==> src/rtl/axis_cipher_frame_rx_pkg.sv <==
// Shared definitions for the cipher AXI-Stream frame receiver: beat width,
// frame lengths, encrypt-frame field offsets, FSM state type and the
// beat-index to field/slot decode used by the frame store.
package cipher_axis_pkg;

    localparam int WORD_W       = 32;
    localparam int ENC_WORDS    = 28;
    localparam int DEC_WORDS    = 16;

    localparam int KEY_OFS      = 0;
    localparam int NONCE_OFS    = 8;
    localparam int CTR_OFS      = 10;
    localparam int ENC_DATA_OFS = 12;

    // Wide enough to index every beat of the longest frame.
    localparam int IDX_W        = 5;

    typedef enum logic [1:0] {
        IDLE,
        RECV,
        DRAIN,
        HOLD
    } rx_state_e;

    typedef enum logic [1:0] {
        FLD_KEY,
        FLD_NONCE,
        FLD_CTR,
        FLD_DATA
    } field_e;

    // slot counts words from the LSB end of the destination field, so the
    // first word of a field lands in its most significant position.
    typedef struct packed {
        field_e     fld;
        logic [3:0] slot;
    } beat_dst_t;

    function automatic logic [IDX_W-1:0] frame_last_idx(input logic dec);
        return dec ? IDX_W'(DEC_WORDS - 1) : IDX_W'(ENC_WORDS - 1);
    endfunction

    function automatic beat_dst_t beat_dst(input logic dec, input logic [IDX_W-1:0] idx);
        beat_dst_t  d;
        logic [3:0] rel;
        d.fld = FLD_DATA;
        rel   = idx[3:0];
        if (!dec) begin
            if (idx < IDX_W'(NONCE_OFS)) begin
                d.fld = FLD_KEY;
                rel   = 4'(idx - IDX_W'(KEY_OFS));
            end else if (idx < IDX_W'(CTR_OFS)) begin
                d.fld = FLD_NONCE;
                rel   = 4'(idx - IDX_W'(NONCE_OFS));
            end else if (idx < IDX_W'(ENC_DATA_OFS)) begin
                d.fld = FLD_CTR;
                rel   = 4'(idx - IDX_W'(CTR_OFS));
            end else begin
                rel   = 4'(idx - IDX_W'(ENC_DATA_OFS));
            end
        end
        case (d.fld)
            FLD_KEY:            d.slot = 4'd7 - rel;
            FLD_NONCE, FLD_CTR: d.slot = 4'd1 - rel;
            default:            d.slot = 4'd15 - rel;
        endcase
        return d;
    endfunction

endpackage

==> src/rtl/axis_cipher_frame_rx_if.sv <==
// Beat-level stream bundle between the cipher core output and the frame
// receiver, including the frame-format select that travels with the beats.
interface axis_cipher_frame_rx_if;
    import cipher_axis_pkg::*;

    logic              encryp_decryp;
    logic [WORD_W-1:0] s_axis_data;
    logic              s_axis_valid;
    logic              s_axis_last;
    logic              s_axis_ready;

    modport master (
        output encryp_decryp,
        output s_axis_data,
        output s_axis_valid,
        output s_axis_last,
        input  s_axis_ready
    );

    modport slave (
        input  encryp_decryp,
        input  s_axis_data,
        input  s_axis_valid,
        input  s_axis_last,
        output s_axis_ready
    );

endinterface

==> src/rtl/axis_cipher_frame_rx.sv <==
// AXI-Stream frame receiver: reassembles 32-bit beats into an encrypt frame
// (key/nonce/counter/data, 28 words) or a decrypt frame (data, 16 words),
// presents it with a valid/ready handshake and flags framing errors.
// Optional build macro FRAME_TIMEOUT_EN adds a mid-frame idle timeout.
//
// state | meaning
// IDLE  | waiting for the first beat of a frame
// RECV  | collecting beats 1..N-1
// DRAIN | frame overran its length; discard until last
// HOLD  | complete frame on the outputs, waiting for frame_ready
module axis_cipher_frame_rx
    import cipher_axis_pkg::*;
#(
    parameter int TIMEOUT_CYCLES = 1024
) (
    input  logic                   axis_clk,
    input  logic                   axis_reset,
    axis_cipher_frame_rx_if.slave  s_axis,
    output logic [8*WORD_W-1:0]    key,
    output logic [2*WORD_W-1:0]    nonce,
    output logic [2*WORD_W-1:0]    counter,
    output logic [16*WORD_W-1:0]   data,
    output logic                   frame_mode,
    output logic                   frame_valid,
    input  logic                   frame_ready,
    output logic                   len_err,
    output logic [7:0]             err_count
);

    rx_state_e              r_state;
    logic [IDX_W-1:0]       r_cnt;
    logic [IDX_W-1:0]       r_last_idx;
    logic                   r_mode;
    logic                   r_ready;

    // Working copy of the frame being received; the output registers only
    // change when a frame completes, so errors leave the last frame intact.
    logic [8*WORD_W-1:0]    r_wkey;
    logic [2*WORD_W-1:0]    r_wnonce;
    logic [2*WORD_W-1:0]    r_wctr;
    logic [16*WORD_W-1:0]   r_wdata;

    logic [8*WORD_W-1:0]    r_key;
    logic [2*WORD_W-1:0]    r_nonce;
    logic [2*WORD_W-1:0]    r_counter;
    logic [16*WORD_W-1:0]   r_data;
    logic                   r_frame_mode;
    logic                   r_frame_valid;
    logic                   r_len_err;
    logic [7:0]             r_err_count;

    logic                   w_accept;
    logic                   w_dst_dec;
    logic [IDX_W-1:0]       w_idx;
    beat_dst_t              w_dst;
    logic                   w_timeout;
    logic                   w_frame_err;

    assign w_accept  = s_axis.s_axis_valid && r_ready;
    assign w_dst_dec = (r_state == IDLE) ? s_axis.encryp_decryp : r_mode;
    assign w_idx     = (r_state == IDLE) ? '0 : r_cnt;
    assign w_dst     = beat_dst(w_dst_dec, w_idx);

`ifdef FRAME_TIMEOUT_EN
    logic [15:0] r_idle;

    assign w_timeout = ((r_state == RECV) || (r_state == DRAIN)) && !w_accept &&
                       (r_idle == 16'(TIMEOUT_CYCLES - 1));

    // Idle-cycle counter, cleared by every accepted beat and outside a frame.
    always_ff @(posedge axis_clk or posedge axis_reset) begin
        if (axis_reset) begin
            r_idle <= '0;
        end else if (w_accept || !((r_state == RECV) || (r_state == DRAIN))) begin
            r_idle <= '0;
        end else begin
            r_idle <= r_idle + 16'd1;
        end
    end
`else
    assign w_timeout = 1'b0;
`endif

    // Framing error detection: early last (including a one-beat frame),
    // missing last at the final index, or a mid-frame timeout.
    always_comb begin
        w_frame_err = 1'b0;
        case (r_state)
            IDLE:    w_frame_err = w_accept && s_axis.s_axis_last;
            RECV:    w_frame_err = w_timeout ||
                                   (w_accept && ((r_cnt == r_last_idx) != s_axis.s_axis_last));
            DRAIN:   w_frame_err = w_timeout;
            default: w_frame_err = 1'b0;
        endcase
    end

    // Frame store: write each accepted beat into its field slot.
    always_ff @(posedge axis_clk or posedge axis_reset) begin
        if (axis_reset) begin
            r_wkey   <= '0;
            r_wnonce <= '0;
            r_wctr   <= '0;
            r_wdata  <= '0;
        end else if (w_accept && ((r_state == IDLE) || (r_state == RECV))) begin
            if ((r_state == IDLE) && s_axis.encryp_decryp) begin
                r_wkey   <= '0;
                r_wnonce <= '0;
                r_wctr   <= '0;
            end
            case (w_dst.fld)
                FLD_KEY:   r_wkey[{w_dst.slot[2:0], 5'd0} +: WORD_W]  <= s_axis.s_axis_data;
                FLD_NONCE: r_wnonce[{w_dst.slot[0], 5'd0} +: WORD_W]  <= s_axis.s_axis_data;
                FLD_CTR:   r_wctr[{w_dst.slot[0], 5'd0} +: WORD_W]    <= s_axis.s_axis_data;
                default:   r_wdata[{w_dst.slot, 5'd0} +: WORD_W]      <= s_axis.s_axis_data;
            endcase
        end
    end

    // Control FSM with registered handshake, frame outputs and error report.
    always_ff @(posedge axis_clk or posedge axis_reset) begin
        if (axis_reset) begin
            r_state       <= IDLE;
            r_cnt         <= '0;
            r_last_idx    <= '0;
            r_mode        <= 1'b0;
            r_ready       <= 1'b0;
            r_key         <= '0;
            r_nonce       <= '0;
            r_counter     <= '0;
            r_data        <= '0;
            r_frame_mode  <= 1'b0;
            r_frame_valid <= 1'b0;
            r_len_err     <= 1'b0;
            r_err_count   <= '0;
        end else begin
            r_len_err <= w_frame_err;
            if (w_frame_err && (r_err_count != 8'hFF)) begin
                r_err_count <= r_err_count + 8'd1;
            end

            case (r_state)
                IDLE: begin
                    r_ready <= 1'b1;
                    if (w_accept) begin
                        r_mode     <= s_axis.encryp_decryp;
                        r_last_idx <= frame_last_idx(s_axis.encryp_decryp);
                        r_cnt      <= IDX_W'(1);
                        if (!s_axis.s_axis_last) begin
                            r_state <= RECV;
                        end
                    end
                end

                RECV: begin
                    if (w_timeout) begin
                        r_state <= IDLE;
                    end else if (w_accept) begin
                        if (r_cnt == r_last_idx) begin
                            if (s_axis.s_axis_last) begin
                                // The final word always lands in data[31:0] and is
                                // still in flight, so it is merged straight in here.
                                r_key         <= r_wkey;
                                r_nonce       <= r_wnonce;
                                r_counter     <= r_wctr;
                                r_data        <= {r_wdata[16*WORD_W-1:WORD_W], s_axis.s_axis_data};
                                r_frame_mode  <= r_mode;
                                r_frame_valid <= 1'b1;
                                r_ready       <= 1'b0;
                                r_state       <= HOLD;
                            end else begin
                                r_state <= DRAIN;
                            end
                        end else if (s_axis.s_axis_last) begin
                            r_state <= IDLE;
                        end else begin
                            r_cnt <= r_cnt + IDX_W'(1);
                        end
                    end
                end

                DRAIN: begin
                    if (w_timeout || (w_accept && s_axis.s_axis_last)) begin
                        r_state <= IDLE;
                    end
                end

                HOLD: begin
                    if (frame_ready) begin
                        r_frame_valid <= 1'b0;
                        r_ready       <= 1'b1;
                        r_state       <= IDLE;
                    end
                end

                default: begin
                    r_state <= IDLE;
                end
            endcase
        end
    end

    assign s_axis.s_axis_ready = r_ready;
    assign key                 = r_key;
    assign nonce               = r_nonce;
    assign counter             = r_counter;
    assign data                = r_data;
    assign frame_mode          = r_frame_mode;
    assign frame_valid         = r_frame_valid;
    assign len_err             = r_len_err;
    assign err_count           = r_err_count;

endmodule
==> src/flat_wrapper.sv <==
// flat-port wrapper written by rule: the top's interface ports become plain ports
module axis_cipher_frame_rx_flat import cipher_axis_pkg::*;
#(
    parameter int TIMEOUT_CYCLES = 1024
)
  (axis_clk, axis_reset, key, nonce, counter, data, frame_mode, frame_valid, frame_ready, len_err, err_count, s_axis_encryp_decryp, s_axis_s_axis_data, s_axis_s_axis_valid, s_axis_s_axis_last, s_axis_s_axis_ready);
  axis_cipher_frame_rx_if s_axis_i ();
  input  logic axis_clk;
  input  logic axis_reset;
  output logic [8*WORD_W-1:0] key;
  output logic [2*WORD_W-1:0] nonce;
  output logic [2*WORD_W-1:0] counter;
  output logic [16*WORD_W-1:0] data;
  output logic frame_mode;
  output logic frame_valid;
  input  logic frame_ready;
  output logic len_err;
  output logic [7:0] err_count;
  input wire logic [$bits(s_axis_i.encryp_decryp)-1:0] s_axis_encryp_decryp;
  input wire logic [$bits(s_axis_i.s_axis_data)-1:0] s_axis_s_axis_data;
  input wire logic [$bits(s_axis_i.s_axis_valid)-1:0] s_axis_s_axis_valid;
  input wire logic [$bits(s_axis_i.s_axis_last)-1:0] s_axis_s_axis_last;
  output wire logic [$bits(s_axis_i.s_axis_ready)-1:0] s_axis_s_axis_ready;
  assign s_axis_i.encryp_decryp = s_axis_encryp_decryp;
  assign s_axis_i.s_axis_data = s_axis_s_axis_data;
  assign s_axis_i.s_axis_valid = s_axis_s_axis_valid;
  assign s_axis_i.s_axis_last = s_axis_s_axis_last;
  assign s_axis_s_axis_ready = s_axis_i.s_axis_ready;
  axis_cipher_frame_rx #(.TIMEOUT_CYCLES(TIMEOUT_CYCLES)) u_core (.axis_clk(axis_clk), .axis_reset(axis_reset), .s_axis(s_axis_i), .key(key), .nonce(nonce), .counter(counter), .data(data), .frame_mode(frame_mode), .frame_valid(frame_valid), .frame_ready(frame_ready), .len_err(len_err), .err_count(err_count));
endmodule
==> config.mk <==
export PLATFORM = sky130hd
export DESIGN_NAME = axis_cipher_frame_rx_flat
export DESIGN_NICKNAME = d
export VERILOG_FILES = /design/src/rtl/axis_cipher_frame_rx_pkg.sv /design/src/rtl/axis_cipher_frame_rx_if.sv /design/src/rtl/axis_cipher_frame_rx.sv /design/src/flat_wrapper.sv
export SDC_FILE = /design/constraint.sdc
export NUM_CORES = 2
export LEC_CHECK = 0
export CORE_ASPECT_RATIO = 0.75
export CORE_MARGIN = 2
export CORE_UTILIZATION = 35
export CTS_CLUSTER_DIAMETER = 50
export DETAILED_ROUTE_END_ITERATION = 8
export DONT_BUFFER_PORTS = 1
export GPL_ROUTABILITY_DRIVEN = 1
export SLEW_MARGIN = 20
export SYNTH_ARGS = -nofsm -noshare
export SYNTH_HDL_FRONTEND = slang
export SYNTH_SLANG_ARGS = --single-unit
==> constraint.sdc <==
create_clock -name axis_clk -period 178 [get_ports axis_clk]
set_input_delay 35.6 -clock axis_clk [delete_from_list [all_inputs] [get_ports axis_clk]]
set_output_delay 35.6 -clock axis_clk [all_outputs]
set_load 0.03 [all_outputs]
**Word-level counts from Yosys, hierarchy flattened**

Index checks and enable logic that the tools add are counted.

- Register bits after elaboration: 1817
- Word-level logic and storage cells: 127

- Add/subtract/negate cells: 11
- $lt $le $gt $ge: 3
- Eq/ne operators: 18
- Shift-type cells: 6
- Mux-type cells: 50
- Bitwise gates (word level): 1
- Reductions and logical operators: 21

Operators with widths:

| kind | number |
|---|---|
| $mux 256 | 3 |
| $bwmux 512 | 1 |
| $shift 32x11->512 const A | 1 |
| $shiftx 32x11->512 | 1 |
| $mux 64 | 6 |
| $bwmux 256 | 1 |
| $shift 32x10->256 const A | 1 |
| $shiftx 32x10->256 | 1 |
| $bwmux 64 | 2 |
| $shift 32x8->64 const A | 1 |
| $shiftx 32x8->64 | 1 |
| $mux 5 | 6 |
| $mux 2 | 10 |
| $mux 4 | 4 |
| $lt 5x4->1 const B | 3 |
| $reduce_and 5->1 | 3 |
| $sub 4x4->4 const B | 3 |
| $mux 1 | 11 |
| $neg 9->11 | 1 |
| $ne 2x2->1 const B | 5 |
| $neg 8->10 | 1 |
| $pmux 5 s2 | 1 |
| $add 8x1->8 const B | 1 |
| $ne 2x1->1 const B | 4 |
| other kinds (26) | 38 |

**Longest topological paths before layout**

- Depth in word-level cells: 14
- Mapped depth: 24

**Worst setup path before layout**

OpenSTA, ideal clock, no wires.

- Path kind: input -> register
- From: input port s_axis_encryp_decryp
- To: register u_core.r_wdata[485]
- Library setup time: 0.146 ns
- Data arrival time: 39.031 ns
- Path slack: 138.822 ns
- Cell stages on the path: 16
- Buffers on the path: 4
- Cells stage by stage: o22ai_1 -> inv_1 -> ha_1 -> clkbuf_1 -> a211o_1 -> nand2_1 -> inv_1 -> ha_1 -> ha_1 -> clkbuf_1 -> nand2b_1 -> or2_2 -> buf_1 -> nor3_1 -> clkbuf_1 -> a221oi_1

- Word-level cells in the longest chain between the ends: 8
- Elaborated cells on any way between the ends: 18

Ends and longest elaborated chain:

| item | RTL line | source |
|---|---|---|
| start, declared | flat_wrapper.sv:19 | `input wire logic [$bits(s_axis_i.encryp_decryp)-1:0] s_axis_encryp_decryp;` |
| $mux 1 (*) | axis_cipher_frame_rx.sv:60 | `assign w_dst_dec = (r_state == IDLE) ? s_axis.encryp_decryp : r_mode;` |
| parallel branches: the longest is 7 deep, another holds $neg 9->11 | - |  |
| end signal, assigned by index | axis_cipher_frame_rx.sv:114 | `default: r_wdata[{w_dst.slot, 5'd0} +: WORD_W] <= s_axis.s_axis_data;` |
| end, declared | axis_cipher_frame_rx.sv:41 | `logic [16*WORD_W-1:0] r_wdata;` |

Mark *: on every way between the ends.
A chain may end at the register's enable or synchronous reset.

==> metrics.csv <==
metric,value,unit
min setup slack post-route,137.88,ns
DRT iter0 DRCs,3683,
nets,4757,
"top cells by area, synth","dfrtp_1 66%, mux2_2 17%, a22o_1 3.5%",
GP Congestion,0.8355,
f_max,24.92,MHz
Filler cells,17560,
VDD IR max,0.01430,mV
CTS tree,done,
setup TNS,0,ns
Synth warnings,0,
Tcrit/Tclk final,0.2254,
First-pass DRT Iterations,8,
Layout Skew,0.04837,ns
first-pass GRT wire length,316000,um
Synth top area share,0.6646,
CTS max path bufs,3,
number of routed nets with antenna violations,0,
Worst setup EP type,asynchronous set/reset pin,
Multi-input gate area,21220,um2
number of global-route vias before repair,39670,
total grt overflow,0,
Initial Util,0.3514,
max_slew headroom,0.1757,
Async SR Flop Fraction,1.000,
syn avg cell area,13.91,um2
share of cells above drive strength 1,0.2973,
Cell variety after synth,63,
Post-synth EDFFs,0,
Worst-Margin Slew,1.236,ns
CP Class,primary input to asynchronous set/reset pin,
number of hold-repair buffers added at the cts stage,0,
post-CTS resize count,0,
Avg WL per Cell,30.47,um
clock sinks,1782,
register area,44590,um2
Pleak,0.03652,uW
Die X,509.6,um
pre-CTS setup slack,136.79,ns
Vias/cell,5.425,
Total Die Area,195300,um2
Die Y,383.2,um
core area,191000,um2
most frequent cell after synthesis,dfrtp_1,
crit path time final,40.12,ns
Num CTS Buffers,181,
Synth Register Bits,1782,
Startpoint Class,primary input,
via count,40140,
drt drc,0,
Routed WL,225400,um
postcts setup bufs,0,
"Primary FF master, synth",dfrtp_1,
status,finished clean,
clock root cell,clkbuf_16,
Mapped Area,67100,um2
setup violators final,0,
PortBufs,0,
WP data arrival,40.93,ns
final hold vios,0,
crit path max fanout,94,
Synth-to-Final Area Change,13.14,%
required time of the critical path,178.81,ns
dpl cell area,69680,um2
Clock transition at path regs,0.07,ns
Cells after Synth,4823,
Skew-Pair Late Insertion Delay,0.81,ns
largest net degree at the start of global routing,172,
"reg-to-reg slack, setup",171.58,ns
I/O Pins,946,
initial antenna violation count,21,
cell area after layout,75920,um2
htree depth,4,
max-slew violations,0,
post-synthesis sequential area ratio,0.6646,
post-DP HPWL,138900,um
"top cells by count, synth","1782 x dfrtp_1, 1027 x mux2_2, 595 x nand2_1",
All-Layer GR Usage,0.2264,
Mapped Nets,4875,
Min-Delay Path Class,flip-flop to flip-flop,
RSZ-0062 raised after global routing,false,
Max Cap Viol,0,
pwr dens,15.26,nW/um2
Core Rows,139,
leading area contributor after synthesis,dfrtp_1,
## flip-flops by register name, summed over array words and instances, names as in the netlist, 5 cells and up
name              count
u_core.r_cnt          5
u_core.r_wctr        64
u_core.err_count      8
u_core.r_wkey       256
u_core.r_wnonce      64
u_core.nonce         64
u_core.data         512
u_core.counter       64
u_core.r_wdata      480
u_core.key          256
## final timing paths
path,startpoint,endpoint,cells past startpoint
worst max-delay path,axis_reset,u_core.nonce[22],7
min in group asynchronous,axis_reset,u_core.data[423],1
worst min-delay path,u_core.r_wdata[282],u_core.data[282],1
worst max register to register,u_core.r_state[0],u_core.r_wkey[133],17
max in group axis_clk,s_axis_s_axis_valid,u_core.key[52],7
worst min register to register,u_core.r_wdata[282],u_core.data[282],1
## cells by family after synthesis
group	after synthesis	synth area share
flip-flops	1782	0.6646
multiplexers	1041	0.1751
AND/OR/NAND/NOR	784	0.04872
AO/OA/AOI/OAI	790	0.08436
buffers and inverters	400	0.02310
XOR/XNOR	12	0.001566
adder cells (fa/ha/maj)	14	0.002611
## layer usage
metal  track usage  wire, um
met5             0        13
met1        0.2951     89660
met2        0.3547    106000
met4       0.06704      6529
met3       0.07924     23240
## layout make-up
cell class	instances	share of cell area
clock inverters	55	0.01040
inverters	18	0.0009888
flip-flops and latches	1782	0.5874
well taps	2538	0.04183
repair buffers	81	0.009345
clock buffers	273	0.07021
diodes	10	0.0003296
multi-input cells	2641	0.2795
## power by group
part	internal [uW]	switching, uW
clock	223	167
sequential	479	55.3
combinational	76.0	158
## layout by cell type, fill, tap and decap left out, drive strengths merged, types with 5 or more instances in the layout
master     n
o22ai     10
mux2    1036
inv       31
and2      12
clkinv    28
or2        5
ha        14
nand3     57
nor3      11
o21ai    340
nand2b    16
xnor2      8
diode     10
o31ai     33
bufinv    10
a21oi      8
dfrtp   1782
nor4       7
nand2    595
and4       5
and3      11
a32o      83
nor2      48
mux2i      5
a22o     266
clkbuf   273
a221oi    18
buf       81
## worst max-delay path, cell delays in order
cell and delay (ns):
inv_8 0.39, buf_4 0.80, buf_4 0.80, buf_4 0.73
buf_4 0.72, buf_4 0.73, buf_4 0.84
## stage by stage
stage / cells / utilization / hold slack (ns) / power (uW)
floorplan: 4823 / - / 0.4429 / 686.1
global placement: 7057 / 0.3649 / 0.4540 / 768.8
detailed placement: 7057 / 0.3649 / 0.4643 / 777.2
CTS: 7385 / 0.3970 / 0.4728 / 1169
global route: 7388 / 0.3974 / 0.4776 / 1218
finish: 7398 / 0.3976 / 0.4681 / 1159
Power figures use the tool's default switching activity.
